==> config.mk <==
export PLATFORM = sky130hd
export DESIGN_NAME = mc_main_controller
export DESIGN_NICKNAME = d
export VERILOG_FILES = /design/src/rtl/mc_main_controller.sv
export SDC_FILE = /design/constraint.sdc
export NUM_CORES = 1
export LEC_CHECK = 0
export CORE_MARGIN = 4
export CORE_UTILIZATION = 40
export CTS_BUF_LIST = sky130_fd_sc_hd__clkbuf_8 sky130_fd_sc_hd__clkbuf_16
export DETAILED_ROUTE_END_ITERATION = 8
export PLACE_DENSITY = 0.71
export SETUP_SLACK_MARGIN = 0.4
export SLEW_MARGIN = 20
export SYNTH_ARGS = -nofsm -noshare
export SYNTH_HDL_FRONTEND = slang
export SYNTH_SLANG_ARGS = --single-unit
==> constraint.sdc <==
create_clock -name clk -period 2.4 [get_ports clk]
set_clock_uncertainty 0.05 [all_clocks]
set_input_delay 0.6 -clock clk [delete_from_list [all_inputs] [get_ports clk]]
set_output_delay 0.6 -clock clk [all_outputs]
set_load 0.02 [all_outputs]
==> src/rtl/mc_main_controller.sv <==
// Multi-cycle MIPS-subset main controller: Moore FSM driving datapath enables and
// mux selects, with alu_op looked ahead from next_state for the registered ALU control.
module mc_main_controller (
  input  logic       clk,
  input  logic       rst,
  input  logic [5:0] opcode,
  input  logic       zero,
  output logic       pc_load,
  output logic       pc_write,
  output logic       pc_write_cond,
  output logic [1:0] pc_src,
  output logic       i_or_d,
  output logic       mem_read,
  output logic       mem_write,
  output logic       ir_write,
  output logic       reg_write,
  output logic       reg_dst,
  output logic       mem_to_reg,
  output logic       alu_src_a,
  output logic [1:0] alu_src_b,
  output logic [1:0] alu_op,
  output logic [3:0] state,
  output logic       instr_done
);

  typedef enum logic [3:0] {
    S_FETCH     = 4'd0,
    S_DECODE    = 4'd1,
    S_MEM_ADDR  = 4'd2,
    S_MEM_READ  = 4'd3,
    S_MEM_WB    = 4'd4,
    S_MEM_WRITE = 4'd5,
    S_R_EXEC    = 4'd6,
    S_R_WB      = 4'd7,
    S_BRANCH    = 4'd8,
    S_JUMP      = 4'd9,
    S_I_EXEC    = 4'd10,
    S_I_WB      = 4'd11
  } state_t;

  typedef struct packed {
    logic       pc_write;
    logic       pc_write_cond;
    logic [1:0] pc_src;
    logic       i_or_d;
    logic       mem_read;
    logic       mem_write;
    logic       ir_write;
    logic       reg_write;
    logic       reg_dst;
    logic       mem_to_reg;
    logic       alu_src_a;
    logic [1:0] alu_src_b;
    logic       done;
  } ctrl_t;

  localparam logic [5:0] OP_R    = 6'b000000;
  localparam logic [5:0] OP_LW   = 6'b100011;
  localparam logic [5:0] OP_SW   = 6'b101011;
  localparam logic [5:0] OP_BEQ  = 6'b000100;
  localparam logic [5:0] OP_J    = 6'b000010;
  localparam logic [5:0] OP_ADDI = 6'b001000;
  localparam logic [5:0] OP_SLTI = 6'b001010;

  state_t state_q;
  state_t next_state;
  ctrl_t  ctrl_q;
  logic   op_legal;

  // Moore output set for each state; registered one state ahead alongside state_q.
  function automatic ctrl_t decode_ctrl(input state_t s);
    ctrl_t c;
    c = '0;
    case (s)
      S_FETCH:     begin c.mem_read = 1'b1; c.ir_write = 1'b1; c.pc_write = 1'b1; c.alu_src_b = 2'b01; end
      S_DECODE:    c.alu_src_b = 2'b11;
      S_MEM_ADDR:  begin c.alu_src_a = 1'b1; c.alu_src_b = 2'b10; end
      S_MEM_READ:  begin c.mem_read = 1'b1; c.i_or_d = 1'b1; end
      S_MEM_WB:    begin c.reg_write = 1'b1; c.mem_to_reg = 1'b1; c.done = 1'b1; end
      S_MEM_WRITE: begin c.mem_write = 1'b1; c.i_or_d = 1'b1; c.done = 1'b1; end
      S_R_EXEC:    c.alu_src_a = 1'b1;
      S_R_WB:      begin c.reg_write = 1'b1; c.reg_dst = 1'b1; c.done = 1'b1; end
      S_BRANCH:    begin c.alu_src_a = 1'b1; c.pc_write_cond = 1'b1; c.pc_src = 2'b01; c.done = 1'b1; end
      S_JUMP:      begin c.pc_write = 1'b1; c.pc_src = 2'b10; c.done = 1'b1; end
      S_I_EXEC:    begin c.alu_src_a = 1'b1; c.alu_src_b = 2'b10; end
      S_I_WB:      begin c.reg_write = 1'b1; c.done = 1'b1; end
      default:     c = '0;
    endcase
    return c;
  endfunction

  always_comb begin
    op_legal = (opcode == OP_R) || (opcode == OP_LW) || (opcode == OP_SW) ||
               (opcode == OP_BEQ) || (opcode == OP_J) || (opcode == OP_ADDI) ||
               (opcode == OP_SLTI);
  end

  // Reset folds into next_state so the alu_op look-ahead holds add while rst is high.
  always_comb begin
    next_state = S_FETCH;
    if (!rst) begin
      case (state_q)
        S_FETCH: next_state = S_DECODE;
        S_DECODE: begin
          if (opcode == OP_R)                            next_state = S_R_EXEC;
          else if (opcode == OP_LW || opcode == OP_SW)   next_state = S_MEM_ADDR;
          else if (opcode == OP_BEQ)                     next_state = S_BRANCH;
          else if (opcode == OP_J)                       next_state = S_JUMP;
          else if (opcode == OP_ADDI || opcode == OP_SLTI) next_state = S_I_EXEC;
          else                                           next_state = S_FETCH;
        end
        S_MEM_ADDR: next_state = (opcode == OP_SW) ? S_MEM_WRITE : S_MEM_READ;
        S_MEM_READ: next_state = S_MEM_WB;
        S_R_EXEC:   next_state = S_R_WB;
        S_I_EXEC:   next_state = S_I_WB;
        default:    next_state = S_FETCH;
      endcase
    end
  end

  always_comb begin
    alu_op = 2'b01;
    case (next_state)
      S_R_EXEC: alu_op = 2'b00;
      S_BRANCH: alu_op = 2'b10;
      S_I_EXEC: alu_op = (opcode == OP_SLTI) ? 2'b11 : 2'b01;
      default:  alu_op = 2'b01;
    endcase
  end

  always_ff @(posedge clk) begin
    if (rst) begin
      state_q <= S_FETCH;
      ctrl_q  <= decode_ctrl(S_FETCH);
    end else begin
      state_q <= next_state;
      ctrl_q  <= decode_ctrl(next_state);
    end
  end

  // Write strobes are masked while rst is high so an abandoned instruction writes nothing.
  assign pc_write      = ctrl_q.pc_write & ~rst;
  assign pc_write_cond = ctrl_q.pc_write_cond & ~rst;
  assign pc_load       = pc_write | (pc_write_cond & zero);
  assign pc_src        = ctrl_q.pc_src;
  assign i_or_d        = ctrl_q.i_or_d;
  assign mem_read      = ctrl_q.mem_read & ~rst;
  assign mem_write     = ctrl_q.mem_write & ~rst;
  assign ir_write      = ctrl_q.ir_write & ~rst;
  assign reg_write     = ctrl_q.reg_write & ~rst;
  assign reg_dst       = ctrl_q.reg_dst;
  assign mem_to_reg    = ctrl_q.mem_to_reg;
  assign alu_src_a     = ctrl_q.alu_src_a;
  assign alu_src_b     = ctrl_q.alu_src_b;
  assign state         = state_q;
  assign instr_done    = ~rst & (ctrl_q.done | ((state_q == S_DECODE) & ~op_legal));

endmodule

==> summary.txt, run 1 <==
Place
  • GPL Wtd Cong: 0.919
  • DPL Wire Length: 2.11 mm
  • Post-Place Setup Slack: -1.07 ns
  • IO Port Bufs: 30
  • Placed cell count: 187

Power
  • Psw: 203 µW
  • Sequential power share: 41.4%
  • Leakage Power: 0.000749 µW
  • Combinational fraction of design power: 25.1%
  • Sw Share: 26.8%
  • Clock Power Share: 33.6%
  • VDD IR max: 0.513 mV
  • Internal power: 554 µW
  • Total Power: 757 µW
  • P per Cell Area: 444 nW/µm²

Floorplan
  • Core footprint: 2210 µm²
  • Initial Utilization: 42.4%
  • Die height: 56.4 µm
  • Die area: 3180 µm²
  • Site Rows: 17
  • I/O Pins: 31
  • Die width: 56.4 µm

Synthesis
  • Synth Area in XOR/XNOR: 0%
  • Ys flop type: dfxtp_1
  • Most frequent cells after synthesis: 18 x dfxtp_1, 14 x nor2_1, 6 x a21oi_1, 6 x nor2b_1, 5 x nand2_1
  • Count leader, synth: dfxtp_1
  • Post-Synth Adder-Cell Area: 1.07%
  • Post-synthesis cell area: 937 µm²
  • FFs w/ async S/R, synth: 0%
  • Synthesized flop and latch total: 18
  • Mapped Nets: 116
  • Area leader, netlist: dfxtp_1
  • Share of the synthesized area in the top cell type: 38.5%
  • Simple-Gate Fraction of Synth Area: 31.5%
  • Mean post-synth cell area: 8.76 µm²
  • Post-synth cell types: 40
  • Multiplexer area fraction after synthesis: 0%
  • Sequential element share of the synthesized area: 38.5%
  • Yosys Warn Count: 0
  • Largest family of logic cells by synthesized area: simple AND/OR/NAND/NOR gates
  • Compound-gate portion of the synthesized area: 21.2%
  • Post-synth EDFFs: 0
  • Largest cells by area after synthesis: dfxtp_1 38%, nor2_1 5.6%, nor2b_1 4.0%, a21oi_1 3.2%, buf_4 3.2%
  • Cells after Synth: 107

Setup path
  • CP max stage cell: or4_4
  • Setup CP Type: reg2out
  • Worst path cell trace: nand2b_4 > or4_4 > nor4b_4 > nand4_1 > a21oi_2 > buf_6
  • Type of origin of the critical path: flop
  • Largest stage delay, worst path: 0.55 ns
  • Worst EP arrival: 1.98 ns
  • CP Capture Type: output pin
  • Worst endpoint required time: 1.75 ns
  • Delay-heaviest family, CP: simple AND/OR/NAND/NOR gates
  • Worst-case register-to-register setup slack: 0.42 ns
  • Critical-path maximum fanout: 2
  • Buf/Inv on CP: 1

Global routing
  • Initial antenna violation count: 0
  • Vias in the first global route: 1087
  • First-pass GRT wire length: 5.17 mm
  • Largest net degree at the start of global routing: 11
  • Remaining global-route overflow: 0
  • GRT Total Usage: 20.9%

CTS
  • CTS tree: yes
  • Worst-path clk slew: 0.07 ns
  • Htree depth: 1
  • Clk root buf: clkbuf_8
  • Clock buffer depth: 2
  • Cts bufs inserted: 3
  • Worst-skew pair later-pin latency: 0.26 ns
  • CTS sink cnt: 18

Cells and area
  • Net count, final: 181
  • Area delta synth->final: 81.8%
  • Layout cell share with drive strength beyond 1: 56.7%
  • Area occupied by multi-input gates: 623 µm²
  • Top reg by flops: ctrl_q
  • Final std cells w/o fill: 199
  • Largest register FFs: 6
  • N_diodes: 0
  • Fillers: 145
  • Register Area: 367 µm²

STA
  • Max-slew violations: 0
  • Fin worst setup slack: -0.233 ns
  • Final hold slack: 0.720 ns
  • Fin. Hold Viols: 0
  • RSZ-0062 raised after global routing: true
  • Final period util: 110%
  • Slew @ Worst Pin: 0.353 ns
  • Final setup viols: 2
  • Setup TNS: -0.433 ns
  • Post-route minimum period: 2.63 ns
  • Max Fclk: 380 MHz
  • Rel. slew slack: 76.3%

Run status
  • Status: finished with violations
  • Failing checks: negative setup slack

Route
  • Post-DRT Antenna Nets: 0
  • Vias/cell: 5.49
  • DRT Wirelength: 3.34 mm
  • Drt drc: 0
  • TritonRoute pass-1 iters: 4
  • DR WL/cell: 16.8 µm
  • DR vias: 1093
  • Initial DRC count: 38

Run
  • Max cap viols: 0

Hold path
  • Hold WC Path Type: in2reg
-- timing repair --
item                                    in CTS  in global routing
gates resized for setup                     98                 22
hold buffers                                 0                  0
pin swaps                                   12                  6
endpoints found under the setup margin      30                 18
buffers inserted                             6                  2
-- power groups by stage --
stage	sequential, µW	clock (µW)	combinational (µW)
after floorplan	322	0	67.4
after global placement	319	0	150
after detailed placement	319	0	154
after CTS	313	263	172
after global routing	314	275	201
final	313	254	190
-- through the flow --
stage	instance area [µm²]	utilization [%]
2_1_floorplan	962	-
3_3_place_gp	1470	66.3
3_5_place_dp	1470	66.3
4_1_cts	1620	73.4
5_1_grt	1700	77.0
6_report	1700	77.0
-- metal layers --
metal / wire length (µm) / global-route usage, % / part of all wire [%]
met1: 1390 / 26.1 / 42
met2: 1730 / 34.9 / 52
met3: 181 / 3.91 / 5.4
met4: 38 / 8.81 / 1.1
met5: 0 / 0 / 0
-- cell type report --
class | count | area share [%]
multi-input cells | 76 | 36.6
inverters | 3 | 0.661
clock buffers | 4 | 3.23
repair buffers | 70 | 36.0
well taps | 28 | 2.06
flip-flops and latches | 18 | 21.5
-- cells in the final DEF (no fill, tap or decap), types with 2 or more instances in the layout --
cell type / count
a21oi_2: 4
nor2_1: 11
o21bai_4: 2
nand3_1: 3
nand2b_1: 2
or4_4: 2
clkbuf_8: 4
dfxtp_2: 2
a31oi_1: 2
o21ai_1: 2
clkdlybuf4s15_2: 4
o31ai_1: 2
o21ai_2: 2
dlygate4sd2_1: 3
inv_1: 2
dfxtp_1: 15
clkdlybuf4s50_1: 9
a21oi_1: 2
a21o_1: 2
buf_6: 9
buf_2: 5
nor2b_1: 4
nand4_1: 2
nor2_2: 3
nand2_1: 5
buf_4: 36
o22ai_2: 2
nor2b_2: 2
-- worst min-delay path: stages --
cell	delay (ns)
buf_2	0.19
or4_4	0.17
inv_2	0.04
-- cells by family (layout without fill, tap and decap cells) --
kind of cell    after synthesis  after routing
fa+ha+maj                     1              1
simple gates                 48             48
compound gates               27             27
buf+inv                      13             77
flops                        18             18
-- path summary, 6_finish.rpt --
check | cells past startpoint | to | from
max | 6 | alu_op[1] | state[1]
max reg2reg | 8 | alu_src_a | state[1]
min | 3 | state[2] | rst
min reg2reg | 4 | reg_dst | state[2]
No activity file was read; power rests on OpenSTA's default activity.
==> run 2: changes to the inputs <==
Settings changed: CORE_MARGIN 4 to 5.
==> run 2 against run 1 <==
- the run still ends with negative setup slack left
- first-iteration DRC count fell by 34%
- critical endpoint is now alu_op[0]
- fmax decreased by 2.6%
- sequential power hardly changed
==> summary.txt, run 2 (synthesis gave the netlist of run 1 again) <==
Run status
  • Status: finished with violations
  • Failing checks: negative setup slack

STA
  • Final setup viols: 4 (+2)
  • Max-slew violations: 0 (unchanged)
  • Final hold slack: 0.712 ns (-0.00863 ns)
  • Rel. slew slack: 70.6% (-5.7 points)
  • Slew @ Worst Pin: 0.438 ns (+0.0852 ns)
  • Final period util: 113% (+2.9 points)
  • Fin worst setup slack: -0.303 ns (-0.0700 ns)
  • Setup TNS: -0.806 ns (-0.373 ns)
  • Max Fclk: 370 MHz (-2.6%)
  • Fin. Hold Viols: 0 (unchanged)
  • RSZ-0062 raised after global routing: true
  • Post-route minimum period: 2.70 ns (+0.0700 ns)

Setup path
  • Type of origin of the critical path: input port
  • Critical-path maximum fanout: 2 (unchanged)
  • Worst EP arrival: 2.05 ns (+0.07 ns)
  • Terminus of the critical flop-to-flop path: alu_src_b[1]
  • Largest stage delay, worst path: 0.57 ns (+0.02 ns)
  • Worst-case register-to-register setup slack: 0.12 ns (-0.30 ns)
  • Worst path cell trace: buf_12 > nor4_4 > a31oi_2 > or4_4 > inv_2 > a21oi_2 > buf_4
  • Reg-to-Reg Start: state[0]
  • Reg2reg path depth: 15 (+7)
  • CP max stage cell: or4_4
  • Delay-heaviest family, CP: simple AND/OR/NAND/NOR gates
  • Setup CP Type: in2out
  • Worst endpoint required time: 1.75 ns (about the same)
  • CP Capture Type: output pin
  • Buf/Inv on CP: 3 (+2)

Power
  • VDD IR max: 0.530 mV (+3.3%)
  • Clock Power Share: 31.4% (-2.2 points)
  • Sequential power share: 41.0% (-0.4 points)
  • Combinational fraction of design power: 27.6% (+2.5 points)
  • Psw: 202 µW (-0.10%)
  • Internal power: 564 µW (+1.7%)
  • Sw Share: 26.4% (-0.36 points)
  • Leakage Power: 0.000841 µW (+12%)
  • P per Cell Area: 404 nW/µm² (-9.1%)

CTS
  • Htree depth: 1 (unchanged)
  • Worst-path clk slew: 0.06 ns (about the same)
  • Clock buffer depth: 2 (unchanged)
  • Post-CTS Hold Fix Bufs: 0 (unchanged)
  • Worst-skew pair later-pin latency: 0.25 ns (about the same)
  • Cts bufs inserted: 3 (unchanged)
  • CTS sink cnt: 18 (unchanged)
  • CTS tree: yes
  • Clk root buf: clkbuf_8

Floorplan
  • Die area: 3410 µm² (+7.2%)
  • Core footprint: 2230 µm² (+0.96%)
  • Die width: 58.4 µm (+3.5%)
  • I/O Pins: 31 (unchanged)
  • Site Rows: 17 (unchanged)
  • Die height: 58.4 µm (+3.5%)
  • Initial Utilization: 42.0% (-0.40 points)

Hold path
  • Hold path depth: 4 (+1)
  • Worst Hold Path EP: reg_dst
  • Hold WC Path Type: reg2reg
  • Hold Startpoint: state[2]

Cells and area
  • N_diodes: 0 (unchanged)
  • Final std cells w/o fill: 212 (+6.5%)
  • Area delta synth->final: 103%
  • Layout cell share with drive strength beyond 1: 61.4% (+4.7 points)
  • Most frequent cells in the layout: 36 x buf_4, 21 x buf_6, 15 x dfxtp_1, 10 x nor2_1, 9 x clkdlybuf4s50_1
  • Largest register FFs: 6 (unchanged)
  • Top reg by flops: ctrl_q
  • Commonest non-fill, non-tap cell in the layout: buf_4
  • Net count, final: 194 (+7.2%)
  • Fillers: 112 (-23%)
  • Post-route cell area: 1900 µm² (+11%)
  • Final core utilization: 85.0% (+7.9 points)

Global routing
  • Remaining global-route overflow: 0 (unchanged)
  • First-pass GRT wire length: 5.70 mm (+10%)
  • Initial antenna violation count: 0 (unchanged)
  • Vias in the first global route: 1175 (+8.1%)
  • Largest net degree at the start of global routing: 11 (unchanged)
  • GRT Total Usage: 21.8% (+0.92 points)

Place
  • IO Port Bufs: 30 (unchanged)
  • DPL Wire Length: 2.09 mm (-0.87%)
  • Placed cell count: 186 (-0.53%)
  • GPL Wtd Cong: 0.836 (-9.0%)
  • DP Area: 1460 µm² (-0.51%)

Route
  • Vias/cell: 5.48 (-0.29%)
  • DR WL/cell: 19.2 µm (+14%)
  • Drt drc: 0 (unchanged)
  • TritonRoute pass-1 iters: 6 (+2)
  • DR vias: 1161 (+6.2%)
  • Initial DRC count: 25 (-34%)
  • Post-DRT Antenna Nets: 0 (unchanged)
  • DRT Wirelength: 4.07 mm (+22%)

Run
  • Max cap viols: 0 (unchanged)
==> run 2: changes by cell type in the layout (fill, tap and decap cells not counted), sizes merged <==
cell	previous run	this run
dlygate4sd2	3	2
dlymetal6s2s	1	2
clkdlybuf4s15	4	3
buf	52	66
==> run 2: repair_timing <==
| item | 4_1_cts | 5_1_grt |
|---|---|---|
| setup buffers | 17 | 5 |
| setup endpoints to repair | 31 | 21 |
| pin swaps | 11 | 9 |
| gates cloned | 0 | 0 |
| gates resized for setup | 108 | 34 |
==> run 2: layer usage <==
layer / global-route usage [%] / routed length [µm]
met5: 0 / 0
met4: 9.27 / 141
met3: 5.48 / 229
met2: 38.8 / 2070
met1: 24.5 / 1630
==> run 2: power by group through the flow <==
stage	clock, µW	sequential, µW	combinational (µW)
detailed placement	0	319	151
finish	241	314	212
CTS	245	313	184
floorplan	0	322	67.4
global placement	0	319	147
global route	259	315	223
==> run 2: worst max path at each step <==
| stage | slack, ns | start | cells past startpoint | to |
|---|---|---|---|---|
| finish | -0.30 | opcode[0] | 7 | alu_op[0] |
| global route | -0.37 | opcode[0] | 7 | alu_op[0] |
| CTS | -0.21 | state[1] | 6 | alu_op[1] |
| detailed placement | -1.12 | opcode[5] | 7 | alu_op[0] |
| global placement | -1.06 | opcode[4] | 7 | alu_op[0] |
| floorplan | -0.10 | state[2] | 5 | alu_op[1] |
==> run 2: worst reg2reg max path: cells and delay by family (launching register included) <==
family | cells | cell delay, ns
buf+inv | 12 | 1.34
compound gates | 3 | 0.37
flops | 1 | 0.38
==> run 2: per-stage QoR <==
stage	worst slack, ns	power (µW)
6_report	-0.303	766
4_1_cts	-0.213	742
5_1_grt	-0.368	797
3_5_place_dp	-1.12	470
3_3_place_gp	-1.06	466
2_1_floorplan	-0.102	390
==> run 2: area by class of cell <==
cell class | count | area [µm²] | area share (%)
Sequential cell | 18 | 367 | 19.3
Clock buffer | 4 | 55.1 | 2.90
Multi-Input combinational cell | 76 | 669 | 35.3
Inverter | 3 | 11.3 | 0.593
Timing Repair Buffer | 83 | 761 | 40.1
Tap cell | 28 | 35.0 | 1.85
==> run 3: changes to the inputs <==
Settings changed: CORE_MARGIN 5 to unset.
==> run 3 against run 2 <==
- the flow still finishes with violations (negative setup slack)
- core utilization decreased by 5.6 points
- register-to-register slack got worse by 0.02 ns
- via count fell by 1.6%
- hold slack got worse by 0.051 ns
- global-route usage rose by 6.1 points
- combinational power down 14%
- flip-flop and latch count unchanged
- first-iteration DRC count is 76% higher
- routed wire length fell by 14%
- largest power group unchanged
- highest routed layer unchanged
==> summary.txt, run 3 (synthesis gave the netlist of run 1 again) <==
Floorplan
  • Core footprint: 2210 µm² (-0.95%)
  • Die area: 2540 µm² (-26%)
  • Die height: 50.4 µm (-14%)
  • Site Rows: 17 (unchanged)
  • I/O Pins: 31 (unchanged)
  • Die width: 50.4 µm (-14%)
  • Initial Utilization: 42.4% (+0.40 points)

Power
  • Internal power: 548 µW (-2.7%)
  • P per Cell Area: 427 nW/µm² (+5.8%)
  • Psw: 202 µW (-0.18%)
  • Sequential power share: 41.8% (+0.8 points)
  • Combinational fraction of design power: 24.3% (-3.3 points)
  • VDD IR max: 0.408 mV (-23%)
  • Sw Share: 26.9% (+0.51 points)
  • Total Power: 751 µW (-2.1%)
  • Clock Power Share: 33.9% (+2.5 points)
  • Leakage Power: 0.000784 µW (-6.8%)

Place
  • GPL Wtd Cong: 0.941 (+13%)
  • DPL Wire Length: 1.93 mm (-7.6%)
  • IO Port Bufs: 30 (unchanged)

STA
  • Fin. Hold Viols: 0 (unchanged)
  • Post-route minimum period: 2.62 ns (-0.0823 ns)
  • Final hold slack: 0.661 ns (-0.0506 ns)
  • Final period util: 109% (-3.4 points)
  • Max-slew violations: 0 (unchanged)
  • Fin worst setup slack: -0.220 ns (+0.0823 ns)
  • Slew @ Worst Pin: 0.346 ns (-0.0917 ns)
  • RSZ-0062 raised after global routing: true
  • Setup TNS: -0.584 ns (+0.223 ns)
  • Max Fclk: 382 MHz (+3.1%)
  • Rel. slew slack: 76.7% (+6.2 points)
  • Final setup viols: 3 (-1)

Route
  • Post-DRT Antenna Nets: 0 (unchanged)
  • DR vias: 1143 (-1.6%)
  • Initial DRC count: 44 (+76%)
  • Vias/cell: 5.55 (+1.3%)
  • DRT Wirelength: 3.51 mm (-14%)
  • DR WL/cell: 17.0 µm (-11%)
  • Drt drc: 0 (unchanged)
  • TritonRoute pass-1 iters: 4 (-2)

Cells and area
  • Most frequent cells in the layout: 34 x buf_4, 18 x buf_6, 16 x dfxtp_1, 10 x nor2_1, 10 x clkdlybuf4s50_1
  • Largest register FFs: 6 (unchanged)
  • N_diodes: 0 (unchanged)
  • Net count, final: 188 (-3.1%)
  • Commonest non-fill, non-tap cell in the layout: buf_4
  • Final core utilization: 79.4% (-5.6 points)
  • Layout cell share with drive strength beyond 1: 56.7% (-4.7 points)
  • Fillers: 152 (+36%)
  • Area delta synth->final: 87.4%
  • Top reg by flops: ctrl_q

CTS
  • Cts bufs inserted: 3 (unchanged)
  • CTS tree: yes
  • Clock buffer depth: 2 (unchanged)
  • Clk root buf: clkbuf_8
  • Htree depth: 1 (unchanged)
  • Worst-skew pair later-pin latency: 0.26 ns (about the same)
  • CTS sink cnt: 18 (unchanged)
  • Worst-path clk slew: 0.07 ns (about the same)

Setup path
  • Type of origin of the critical path: input port
  • Worst EP arrival: 1.97 ns (-0.08 ns)
  • Terminus of the critical flop-to-flop path: alu_src_b[1]
  • Setup CP Type: in2out
  • Worst-case register-to-register setup slack: 0.10 ns (-0.02 ns)
  • Worst endpoint required time: 1.75 ns (about the same)
  • Critical-path maximum fanout: 4 (+2)
  • CP Capture Type: output pin
  • Reg2reg path depth: 15 (unchanged)
  • Reg-to-Reg Start: state[0]

Hold path
  • Hold WC Path Type: in2reg
  • Hold path depth: 3 (-1)
  • Worst Hold Path EP: state[2]
  • Hold Startpoint: rst

Run status
  • Failing checks: negative setup slack
  • Status: finished with violations

Global routing
  • Remaining global-route overflow: 0 (unchanged)
  • First-pass GRT wire length: 5.13 mm (-9.9%)
  • Largest net degree at the start of global routing: 11 (unchanged)
  • Initial antenna violation count: 0 (unchanged)
  • GRT Total Usage: 27.9% (+6.1 points)
  • Vias in the first global route: 1107 (-5.8%)

Run
  • Max cap viols: 0 (unchanged)
==> run 3: how the worst max path moves through the flow <==
| stage | end | cells past startpoint | from |
|---|---|---|---|
| after floorplan | alu_op[1] | 5 | state[2] |
| after global placement | alu_op[1] | 6 | opcode[4] |
| after detailed placement | alu_op[0] | 7 | opcode[5] |
| after CTS | alu_op[1] | 6 | opcode[4] |
| after global routing | alu_src_b[1] | 16 | opcode[2] |
| final | alu_op[1] | 6 | opcode[4] |
==> run 3: layout make-up <==
class / instances / area, µm² / share of cell area, %
clock buffer: 4 / 55.1 / 3.13
inverter: 3 / 11.3 / 0.641
tap: 28 / 35.0 / 1.99
sequential: 18 / 365 / 20.8
timing repair buffer: 77 / 679 / 38.7
multi-input combinational: 76 / 611 / 34.8
==> run 3: power groups by stage <==
stage	clock, µW	combinational, µW	sequential, µW
finish	254	183	314
global route	273	192	314
CTS	255	162	313
detailed placement	0	146	319
global placement	0	144	319
floorplan	0	67.4	322
==> run 3: per-stage QoR <==
| step | instances | area (µm²) | worst slack, ns |
|---|---|---|---|
| after floorplan | 107 | 962 | -0.102 |
| after global placement | 182 | 1430 | -1.06 |
| after detailed placement | 182 | 1430 | -1.08 |
| after CTS | 201 | 1690 | -0.203 |
| after global routing | 206 | 1760 | -0.265 |
| final | 206 | 1760 | -0.220 |
==> run 3: layer usage <==
layer	track usage (%)	share of wire [%]	vias up
met4	15.3	3.9	0
met1	34.4	41	551
met2	46.0	50	56
met3	4.55	5.8	19
li1	-	-	517
met5	0	0	-
==> run 3: timing repair <==
action,in CTS,in global routing
setup endpoints to repair,28,14
setup buffers,15,5
resized for setup,105,19
pin swaps,9,4
gates cloned,0,0
hold buffers,0,0
==> run 3: worst max-delay path: stages <==
cell	delay, ns
buf_8	0.11
or4_4	0.56
nor4b_4	0.25
nand4_1	0.15
a21oi_2	0.15
buf_4	0.15
